## src/rtl/pong_pkg.sv

```systemverilog
// Shared types and display constants for the pong match logic.
package pong_pkg;

  // Match sequencing states.
  typedef enum logic [2:0] {
    IDLE  = 3'd0,
    SERVE = 3'd1,
    PLAY  = 3'd2,
    POINT = 3'd3,
    OVER  = 3'd4
  } state_t;

  localparam int LCD_WIDTH  = 240;
  localparam int LCD_HEIGHT = 320;
  localparam int MAX_SCORE  = 10;
  localparam int SCORE_W    = 4;
  localparam int BALL_Y_W   = 9;

endpackage : pong_pkg

```

## src/rtl/pong_edge_detect.sv

```systemverilog
// Registered rising-edge detector for the start request.
module pong_edge_detect (
  input  logic clock,
  input  logic resetApp,
  input  logic start,
  output logic start_rise
);

  // start_low remembers that start was seen low on the previous clock.
  // Clearing it on reset means a start held high across reset never
  // looks like a fresh press; the button must be released first.
  logic start_low;

  // Track the previous level and register the edge pulse.
  always_ff @(posedge clock or posedge resetApp) begin
    if (resetApp) begin
      start_low  <= 1'b0;
      start_rise <= 1'b0;
    end else begin
      // NOTE: non-blocking so both registers see the pre-edge value of start_low.
      start_low  <= ~start;
      start_rise <= start & start_low;
    end
  end

endmodule : pong_edge_detect

```

## src/rtl/pong_score_keeper.sv

```systemverilog
// Match controller: goal detection, scores, serve timing and game over.
module pong_score_keeper
  import pong_pkg::*;
#(
  parameter int LCD_HEIGHT  = pong_pkg::LCD_HEIGHT,
  parameter int MAX_SCORE   = pong_pkg::MAX_SCORE,
  parameter int GOAL_TOP    = 2,
  parameter int GOAL_BOTTOM = LCD_HEIGHT - 3,
  parameter int SERVE_TICKS = 60
) (
  input  logic                clock,
  input  logic                resetApp,
  input  logic                game_tick,
  input  logic                start,
  input  logic [BALL_Y_W-1:0] ball_y,
  output logic [SCORE_W-1:0]  score_1,
  output logic [SCORE_W-1:0]  score_2,
  output logic                ball_hold,
  output logic                ball_rearm,
  output logic                serve_dir,
  output logic                game_over,
  output logic                winner
);

  localparam int CNT_W = (SERVE_TICKS > 1) ? $clog2(SERVE_TICKS) : 1;

  // Sized copies of the integer parameters so every compare is width-matched.
  localparam logic [BALL_Y_W-1:0] GOAL_TOP_Y    = BALL_Y_W'(GOAL_TOP);
  localparam logic [BALL_Y_W-1:0] GOAL_BOTTOM_Y = BALL_Y_W'(GOAL_BOTTOM);
  localparam logic [SCORE_W-1:0]  WIN_SCORE     = SCORE_W'(MAX_SCORE);
  localparam logic [CNT_W-1:0]    SERVE_LAST    = CNT_W'(SERVE_TICKS - 1);

  state_t           state;
  logic [CNT_W-1:0] serve_cnt;
  logic             start_rise;

  pong_edge_detect u_start_edge (
    .clock      (clock),
    .resetApp   (resetApp),
    .start      (start),
    .start_rise (start_rise)
  );

  // Match FSM with all outputs registered alongside the state.
  always_ff @(posedge clock or posedge resetApp) begin
    if (resetApp) begin
      state      <= IDLE;
      serve_cnt  <= '0;
      score_1    <= '0;
      score_2    <= '0;
      ball_hold  <= 1'b1;
      ball_rearm <= 1'b0;
      serve_dir  <= 1'b0;
      game_over  <= 1'b0;
      winner     <= 1'b0;
    end else begin
      // ball_rearm is a single-clock pulse; it only rises where set below.
      ball_rearm <= 1'b0;

      case (state)
        IDLE, OVER: begin
          ball_hold <= 1'b1;
          if (start_rise) begin
            score_1    <= '0;
            score_2    <= '0;
            serve_dir  <= 1'b0;
            ball_rearm <= 1'b1;
            serve_cnt  <= '0;
            game_over  <= 1'b0;
            winner     <= 1'b0;
            state      <= SERVE;
          end
        end

        SERVE: begin
          ball_hold <= 1'b1;
          if (game_tick) begin
            if (serve_cnt == SERVE_LAST) begin
              ball_hold <= 1'b0;
              state     <= PLAY;
            end else begin
              serve_cnt <= serve_cnt + CNT_W'(1);
            end
          end
        end

        PLAY: begin
          if (game_tick) begin
            // Top goal is tested first so it wins if both compares ever hit.
            if (ball_y <= GOAL_TOP_Y) begin
              if (score_1 != WIN_SCORE) score_1 <= score_1 + SCORE_W'(1);
              serve_dir <= 1'b1;
              ball_hold <= 1'b1;
              state     <= POINT;
            end else if (ball_y >= GOAL_BOTTOM_Y) begin
              if (score_2 != WIN_SCORE) score_2 <= score_2 + SCORE_W'(1);
              serve_dir <= 1'b0;
              ball_hold <= 1'b1;
              state     <= POINT;
            end
          end
        end

        POINT: begin
          ball_hold <= 1'b1;
          if (score_1 == WIN_SCORE || score_2 == WIN_SCORE) begin
            game_over <= 1'b1;
            winner    <= (score_2 == WIN_SCORE);
            state     <= OVER;
          end else begin
            ball_rearm <= 1'b1;
            serve_cnt  <= '0;
            state      <= SERVE;
          end
        end

        default: state <= IDLE;
      endcase
    end
  end

endmodule : pong_score_keeper
```

## config.mk

```make
export PLATFORM = sky130hd
export DESIGN_NAME = pong_score_keeper
export DESIGN_NICKNAME = d
export VERILOG_FILES = /design/src/rtl/pong_pkg.sv /design/src/rtl/pong_edge_detect.sv /design/src/rtl/pong_score_keeper.sv
export SDC_FILE = /design/constraint.sdc
export NUM_CORES = 1
export LEC_CHECK = 0
export CORE_ASPECT_RATIO = 1.25
export CORE_UTILIZATION = 50
export CTS_CLUSTER_DIAMETER = 30
export CTS_CLUSTER_SIZE = 24
export DETAILED_ROUTE_END_ITERATION = 12
export PLACE_DENSITY_LB_ADDON = 0.3
export SYNTH_ARGS = -nofsm -noshare
export SYNTH_HDL_FRONTEND = slang
export SYNTH_SLANG_ARGS = --single-unit
export TNS_END_PERCENT = 50
```

## constraint.sdc

```tcl
create_clock -name clock -period 2.1 [get_ports clock]
set_input_delay 0.42 -clock clock [delete_from_list [all_inputs] [get_ports clock]]
set_output_delay 0.42 -clock clock [all_outputs]
set_load 0.02 [all_outputs]
```

Word-level counts from Yosys, hierarchy flattened:

Index checks and enable logic that the tools add are counted.

* reductions and logical operators: 15
* $add $sub $neg: 3
* magnitude comparators: 2
* bitwise logic cells: 2
* equality and inequality tests: 22
* multiplexer cells: 41

Operators by type and width (count)
* 4-bit 2-to-1 mux: 8
* 6-bit 2-to-1 mux: 4
* 2-bit inequality test (second input constant): 11
* 3-bit 2-to-1 mux: 7
* 6-bit one-hot mux with 3 select lines: 1
* 4-bit one-hot mux with 2 select lines: 2
* 5-bit AND reduction: 3
* 1-bit 2-to-1 mux: 13
* 3-bit one-hot mux with 4 select lines: 1
* 9-bit greater-or-equal comparator (second input constant): 1
* 9-bit by 2-bit <= comparator with 1-bit output (second input constant): 1
* 4-bit by 1-bit adder with 4-bit output (second input constant): 2
* 4-bit == test (second input constant): 2
* 4-bit inequality test (second input constant): 2
* 1-bit one-hot mux with 2 select lines: 4
* 6-bit by 1-bit adder with 6-bit output (second input constant): 1
* 3-bit by 2-bit == test with 1-bit output (second input constant): 2
* 6-bit == test (second input constant): 1
* 3-bit AND reduction: 2
* 6-bit AND reduction: 1
* 3-bit nonzero test: 2
* 4-bit AND reduction: 1
* 2-bit nonzero test: 2
* 3-bit by 1-bit == test with 1-bit output (second input constant): 1
* other kinds (10): 10

* bits of input ports: 13
* output and inout port bits: 13
* register bits: 24
* logic and storage cells: 96

Longest topological paths before layout:

Gate-level depths: netlist of run 1.

* depth in word-level cells: 6
* depth in mapped cells: 7

Modules after synthesis:

A second synthesis of run 1 with hierarchy kept.

* cell total of the unflattened synthesis: 146
* area total of the unflattened synthesis: 1410.1 sq um

By module, submodules not included
* pong_score_keeper: sequential area each 551.8 sq um, times used 1, cells an instance 141, area an instance 1346.3 sq um
* pong_edge_detect: sequential area each 50.0 sq um, times used 1, cells an instance 5, area an instance 63.8 sq um

Least setup slack after synthesis of run 1:

Ideal clock, no wire load.

* path kind: reg-to-reg
* from: register score_1[0]
* to: register serve_cnt[0]
* setup time: 127 ps
* buffers on the path: 0
* setup slack: 184 ps
* arrival time: 1788 ps
* data required time: 1973 ps
* cell stages (with the launch flop): 8
* cell sequence: dfrtp_1 inv_1 ha_1 nand3b_1 nand3_1 a21oi_1 or2_1 mux2_1

* cells in the longest elaborated chain, start to end: 4

Ends and longest elaborated chain
* from (decl): line pong_score_keeper.sv:16 `output logic [SCORE_W-1:0] score_1,`
* from (signal assigned): line pong_score_keeper.sv:91 `if (score_1 != WIN_SCORE) score_1 <= score_1 + SCORE_W'(1);`
* 4-bit == test: line pong_score_keeper.sv:106 `if (score_1 == WIN_SCORE || score_2 == WIN_SCORE) begin`
* 1-bit logical OR: line pong_score_keeper.sv:106
* 2-bit inequality test (no line)
* 5-bit AND reduction (no line)
* to (signal assigned): line pong_score_keeper.sv:82 `serve_cnt <= serve_cnt + CNT_W'(1);`
* to (decl): line pong_score_keeper.sv:34 `logic [CNT_W-1:0] serve_cnt;`

Every way passes these cells.
A chain may end at the register's enable or synchronous reset.

Worst setup path after layout of run 1:

* from: register state[1]
* to: register score_1[0]

* cells in the longest elaborated chain, start to end: 4

Ends and longest elaborated chain
* from (decl): line pong_score_keeper.sv:33 `state_t state;`
* from (signal assigned): line pong_score_keeper.sv:47 `state <= IDLE;`
* from (signal assigned): line pong_score_keeper.sv:71 `state <= SERVE;`
* from (signal assigned): line pong_score_keeper.sv:80 `state <= PLAY;`
* 3-bit == test or 3-bit zero test (tied branches): line pong_score_keeper.sv:60 `case (state)`
* 2-bit OR reduction: line pong_score_keeper.sv:60
* 2-bit by 1-bit inequality test with 1-bit output (no line) or 2-bit nonzero test (tied branches)
* 5-bit AND reduction (no line)

Several ways; a longest one is shown, not always the timed one.

==> results of run 1 <==
==> state kept, by name, summed over array words and instances, names as in the netlist <==
name                     count
ball_hold                    1
ball_rearm                   1
game_over                    1
score_1                      4
score_2                      4
serve_cnt                    6
serve_dir                    1
state                        3
u_start_edge.start_low       1
u_start_edge.start_rise      1
winner                       1
==> area by class of cell <==
type	count	area [um2]	share of cell area
inverter	6	22.5	0.0129
clock buffer	3	22.5	0.0129
clock inverter	1	30.0	0.0172
sequential	24	602	0.345
timing repair buffer	35	325	0.187
tap	33	41.3	0.0237
multi-input combinational	106	699	0.401
==> worst paths after layout <==
kind / slack (ns) / endpoint / start
max reg2reg: 0.18 / score_1[0] / state[1]
min: 0.35 / state[1] / resetApp
max in group asynchronous: 1.21 / u_start_edge.start_rise / resetApp
max: 0.18 / score_1[0] / state[1]
min reg2reg: 0.47 / u_start_edge.start_rise / u_start_edge.start_low
min in group clock: 0.47 / u_start_edge.start_rise / u_start_edge.start_low
==> routing by layer <==
| metal | track usage | share of wire | vias up |
|---|---|---|---|
| li1 | - | - | 583 |
| met1 | 0.249 | 0.41 | 554 |
| met2 | 0.461 | 0.54 | 31 |
| met3 | 0.0254 | 0.040 | 4 |
| met4 | 0.0924 | 0.0093 | 0 |
| met5 | 0 | 0 | - |
==> cells in the final DEF, fill, tap and decap left out, types with 2 or more instances in the layout <==
cell	count
clkdlybuf4s50_1	25
dfrtp_1	23
nor2_1	16
nand3_1	10
buf_4	10
a21oi_1	9
o21ai_0	8
inv_1	6
nand2_1	5
ha_1	5
o211ai_1	4
xnor2_1	4
nor3_1	3
nand3b_1	3
nand4_1	3
o21ai_1	3
a211oi_1	3
clkbuf_4	3
nand2b_1	2
a21o_1	2
nand4b_1	2
or2_1	2
==> kinds of logic after synthesis <==
| kind of cell | after synthesis | share of synthesized area |
|---|---|---|
| AND/OR/NAND/NOR | 57 | 0.243 |
| AO/OA/AOI/OAI | 38 | 0.186 |
| flip-flops | 24 | 0.447 |
| buffers and inverters | 10 | 0.0371 |
| XOR/XNOR | 5 | 0.0325 |
| adder cells (fa/ha/maj) | 5 | 0.0464 |
| multiplexers | 1 | 0.00836 |
==> worst reg2reg max path, delay by kind of cell (launching register included) <==
kind | cells | cell delay, ns
flip-flops | 1 | 0.62
AO/OA/AOI/OAI | 1 | 0.07
AND/OR/NAND/NOR | 4 | 1.13
==> power groups by stage <==
stage,sequential (mW),combinational (mW),clock (mW)
after CTS,0.595,0.242,0.344
after global routing,0.610,0.274,0.368
after detailed placement,0.603,0.242,0
after floorplan,0.579,0.176,0
after global placement,0.598,0.221,0
final,0.599,0.240,0.342
==> per-stage QoR <==
step           instances  setup TNS, ns
2_1_floorplan        140              0
3_3_place_gp         204         -0.115
3_5_place_dp         204         -0.328
4_1_cts              208              0
5_1_grt              208              0
6_report             208              0
==> repair_timing <==
action / CTS / global route
gates resized for setup: 0 / 1
hold buffers: 0 / 0
setup buffers: 0 / 0
setup endpoints to repair: 0 / 1
==> run summary, run 1 <==
status -> complete, no violations
first-pass GRT wire length -> 5090 um
RSZ-0062 raised after global routing -> false
clock root buffer -> clkbuf_4
synthesized area -> 1350 um2
DP Worst Slack -> -0.109 ns
clk sinks -> 24
worst-path cell chain -> nor3b_2 > nand4_1 > or3b_1 > nand3_1 > o21ai_1
post-DP HPWL -> 2410 um
Commonest cells post-synth -> dfrtp_1 (23), nor2_1 (16), nand3_1 (10)
# diodes -> 0
number of buffers created by CTS -> 3
area share of the leading cell type in the synthesized netlist -> 0.427
drt drc -> 0
crit path time final -> 1.92 ns
# fillers -> 204
GP Congestion -> 0.799
most common cell in the netlist -> dfrtp_1
EDFF count, synth -> 0
Total Wirelength -> 3110 um
Main synth FF type -> dfrtp_1
Placed Area -> 1690 um2
Combinational Power Share -> 0.203
Power Internal -> 0.835 mW
vias -> 1172
layout cells sized above 1 -> 0.137
clk slew on worst S/H paths -> 0.14 ns
slowest stage delay, CP -> 0.62 ns
worst slew pin tran -> 0.418 ns
worst vdd ir -> 0.569 mV
Arr. time, crit path -> 2.13 ns
full die area -> 2910 um2
Syn Area/Cell -> 9.63 um2
Seq pwr share -> 0.507
clk_skew -> 0.00497 ns
worst hold slack -> 0.352 ns
PortBufs -> 25
final setup margin -> 0.185 ns
WP data required -> 2.32 ns
crit path launch type -> flip-flop
asr flop ratio synth -> 1.00
buffers plus inverters on the worst setup path -> 0
Post-Synthesis Cells -> 140
chip width -> 48.4 um
DRT antenna net count -> 0
largest net degree at the start of global routing -> 16
Cell Rows -> 20
Critical Path Stages -> 5
Total GRT Usage -> 0.231
cell area after layout -> 1740 um2
Yosys cell types -> 45
Floorplan Core Area -> 2500 um2
slowest CP cell -> dfrtp_1
Util after Layout -> 0.697
initial antenna violation count -> 0
crit end category -> flip-flop
Synth area leaders -> dfrtp_1 (43%), ha_1 (4.6%), nor2_1 (4.5%)
final worst-path cycle share -> 0.912
Final setup viols -> 0
drt via density -> 5.63
Max FO, Critical Path -> 13
die height -> 60.0 um
num ports -> 26
total power -> 1.18 mW
Hold Violations, Final -> 0
static leakage -> 0.731 nW
initial core utilization -> 0.538
maxcap violations -> 0
Final Max Slew Viols -> 0
drt wl/cell -> 14.9 um
Nets -> 194
warning count from the yosys run -> 0
H-tree Lvls -> 1
Max-slew headroom -> 0.721
Hold Path Class -> in -> async
Clk pwr share -> 0.290
Synth-to-Final Area Change -> 29.3%
Net Sw Frac -> 0.293
CTS tree -> built
CP top delay family -> simple AND/OR/NAND/NOR gates
sw power -> 0.346 mW
share of the yosys chip area belonging to registers -> 0.447
biggest area consumer among synthesized cells -> dfrtp_1
syn_nets -> 158
initial detailed-routing violation count -> 29
#FFs+latches synth -> 24
path depth of the worst reg2reg path -> 5
CTS Buffer Depth -> 2
PwrDens -> 678 nW/um2
f_max -> 522 MHz
vias in the first global route -> 1198
Clk Latency, worst-skew pair -> 0.32 ns
gr ovfl total -> 0
kind of critical path -> reg -> reg
first-pass iteration count of the detailed router -> 4
(Power assumes the default switching activity.)
==> run 2: changes to the inputs <==
--- a/config.mk
+++ b/config.mk
@@ -6,7 +6,7 @@
 export NUM_CORES = 1
 export LEC_CHECK = 0
 export CORE_ASPECT_RATIO = 1.25
-export CORE_UTILIZATION = 50
+export CORE_UTILIZATION = 51
 export CTS_CLUSTER_DIAMETER = 30
 export CTS_CLUSTER_SIZE = 24
 export DETAILED_ROUTE_END_ITERATION = 12
==> run summary, run 2 (synthesis results as in run 1) <==
clock root buffer -> clkbuf_4 (unchanged)
Layout Cells excl Fill -> 208 (unchanged)
clk_skew -> 0.00345 ns (was 0.00497 ns)
PwrDens -> 623 nW/um2 (was 678 nW/um2)
gr ovfl total -> 0 (unchanged)
Cell Rows -> 20 (unchanged)
worst slew pin tran -> 0.417 ns (was 0.418 ns)
initial detailed-routing violation count -> 44 (was 29)
clk sinks -> 24 (unchanged)
vias -> 1187 (was 1172)
drt via density -> 5.71 (was 5.63)
Total Wirelength -> 3090 um (was 3110 um)
final worst-path cycle share -> 0.933 (was 0.912)
vias in the first global route -> 1191 (was 1198)
worst hold slack -> 0.361 ns (was 0.352 ns)
Setup crit start -> serve_cnt[0] (was state[1])
DRT antenna net count -> 0 (unchanged)
# fillers -> 197 (was 204)
post-DP HPWL -> 2410 um (about the same)
hold_buf cts -> 0 (unchanged)
RSZ-0062 raised after global routing -> false (unchanged)
maxcap violations -> 0 (unchanged)
met1 usage -> 0.276 (was 0.249)
Arr. time, crit path -> 2.18 ns (was 2.13 ns)
first-pass GRT wire length -> 4940 um (was 5090 um)
drt drc -> 0 (unchanged)
cell area after layout -> 1720 um2 (was 1740 um2)
commonest cells after routing, fill and taps aside -> clkdlybuf4s50_1 (25), dfrtp_1 (23), nor2_1 (16), nand3_1 (10), buf_4 (10) (unchanged)
initial antenna violation count -> 0 (unchanged)
Max FO, Critical Path -> 5 (was 13)
WP data required -> 2.32 ns (about the same)
Hold Path Class -> in -> async (unchanged)
GR Util met2 -> 0.446 (was 0.461)
Cells after DPL -> 204 (unchanged)
largest net degree at the start of global routing -> 16 (unchanged)
worst vdd ir -> 0.358 mV (was 0.569 mV)
Storage cell area -> 602 um2 (unchanged)
# diodes -> 0 (unchanged)
f_max -> 510 MHz (was 522 MHz)
Hold Violations, Final -> 0 (unchanged)
Final setup viols -> 0 (unchanged)
gr busiest metal -> met2 (unchanged)
Nets -> 194 (unchanged)
chip width -> 48.0 um (was 48.4 um)
H-tree Lvls -> 1 (unchanged)
Placed Area -> 1690 um2 (unchanged)
area of the multi-input gates -> 696 um2 (was 699 um2)
drt wl/cell -> 14.8 um (was 14.9 um)
Crit Reg-Reg Startpoint -> serve_cnt[0] (was state[1])
total power -> 1.07 mW (was 1.18 mW)
Final Max Slew Viols -> 0 (unchanged)
Resized Gates After CTS -> 0 (unchanged)
GR Util met3 -> 0.0305 (was 0.0254)
register with the most flip-flops -> serve_cnt (unchanged)
Synth-to-Final Area Change -> 27.9% (was 29.3%)
Util after Layout -> 0.695 (was 0.697)
crit path time final -> 1.96 ns (was 1.92 ns)
status -> complete, no violations (unchanged)
full die area -> 2850 um2 (was 2910 um2)
Setup Fix Bufs, Post-CTS -> 0 (unchanged)
initial core utilization -> 0.544 (was 0.538)
first-pass iteration count of the detailed router -> 4 (unchanged)
most common cell after layout, fill and taps aside -> clkdlybuf4s50_1 (unchanged)
Total GRT Usage -> 0.244 (was 0.231)
Max-slew headroom -> 0.722 (was 0.721)
static leakage -> 0.723 nW (was 0.731 nW)
Clk Latency, worst-skew pair -> 0.32 ns (about the same)
Floorplan Core Area -> 2480 um2 (was 2500 um2)
max FFs per register -> 6 (unchanged)
CTS Buffer Depth -> 2 (unchanged)
num ports -> 26 (unchanged)
PortBufs -> 25 (unchanged)
GP Congestion -> 0.840 (was 0.799)
crit path launch type -> flip-flop (unchanged)
crit end category -> flip-flop (unchanged)
kind of critical path -> reg -> reg (unchanged)
CTS tree -> built (unchanged)
number of buffers created by CTS -> 3 (unchanged)
layout cells sized above 1 -> 0.131 (was 0.137)
clk slew on worst S/H paths -> 0.13 ns (was 0.14 ns)
biggest regs -> serve_cnt x6, score_1 x4, score_2 x4 (unchanged)
die height -> 59.5 um (was 60.0 um)
[run 2: cell type report]
class                   instances  share of cell area
repair buffers                 35               0.189
clock buffers                   4              0.0211
well taps                      33              0.0240
inverters                       6              0.0131
flip-flops and latches         24               0.349
multi-input cells             106               0.404
[run 2: per-stage QoR]
stage               setup slack, ns  TNS (ns)
floorplan                     0.184         0
global placement            -0.0269   -0.0601
detailed placement           -0.147    -0.667
CTS                           0.136         0
global route                0.00403         0
finish                        0.141         0
[run 2: metal layers]
layer / wire length (um) / vias up
met3: 99 / 10
met4: 63 / 0
met5: 0 / -
met2: 1700 / 30
met1: 1220 / 573
li1: - / 574
[run 2: worst paths after layout]
path                                                end  slack (ns)  cells after the start
worst min-delay path                       serve_cnt[1]        0.36                      2
worst max register to register             serve_cnt[0]        0.14                      6
worst max-delay path                       serve_cnt[0]        0.14                      6
worst min register to register  u_start_edge.start_rise        0.47                      1
min in group clock              u_start_edge.start_rise        0.47                      1
max in group asynchronous                    score_1[3]        1.20                      3
[run 2: critical path: stages, from the launching register on]
cell and delay (ns):
dfrtp_1 0.44, ha_1 0.26, nand4_1 0.14, o21ai_1 0.33, a21oi_1 0.13, or2_1 0.25, mux2_1 0.31
[run 2: where the power goes]
group / total [mW] / internal [mW] / switching (mW) / leakage (nW)
Clock: 0.246 / 0.106 / 0.140 / 0.0210
Sequential: 0.593 / 0.521 / 0.0727 / 0.314
Combinational: 0.234 / 0.120 / 0.113 / 0.388
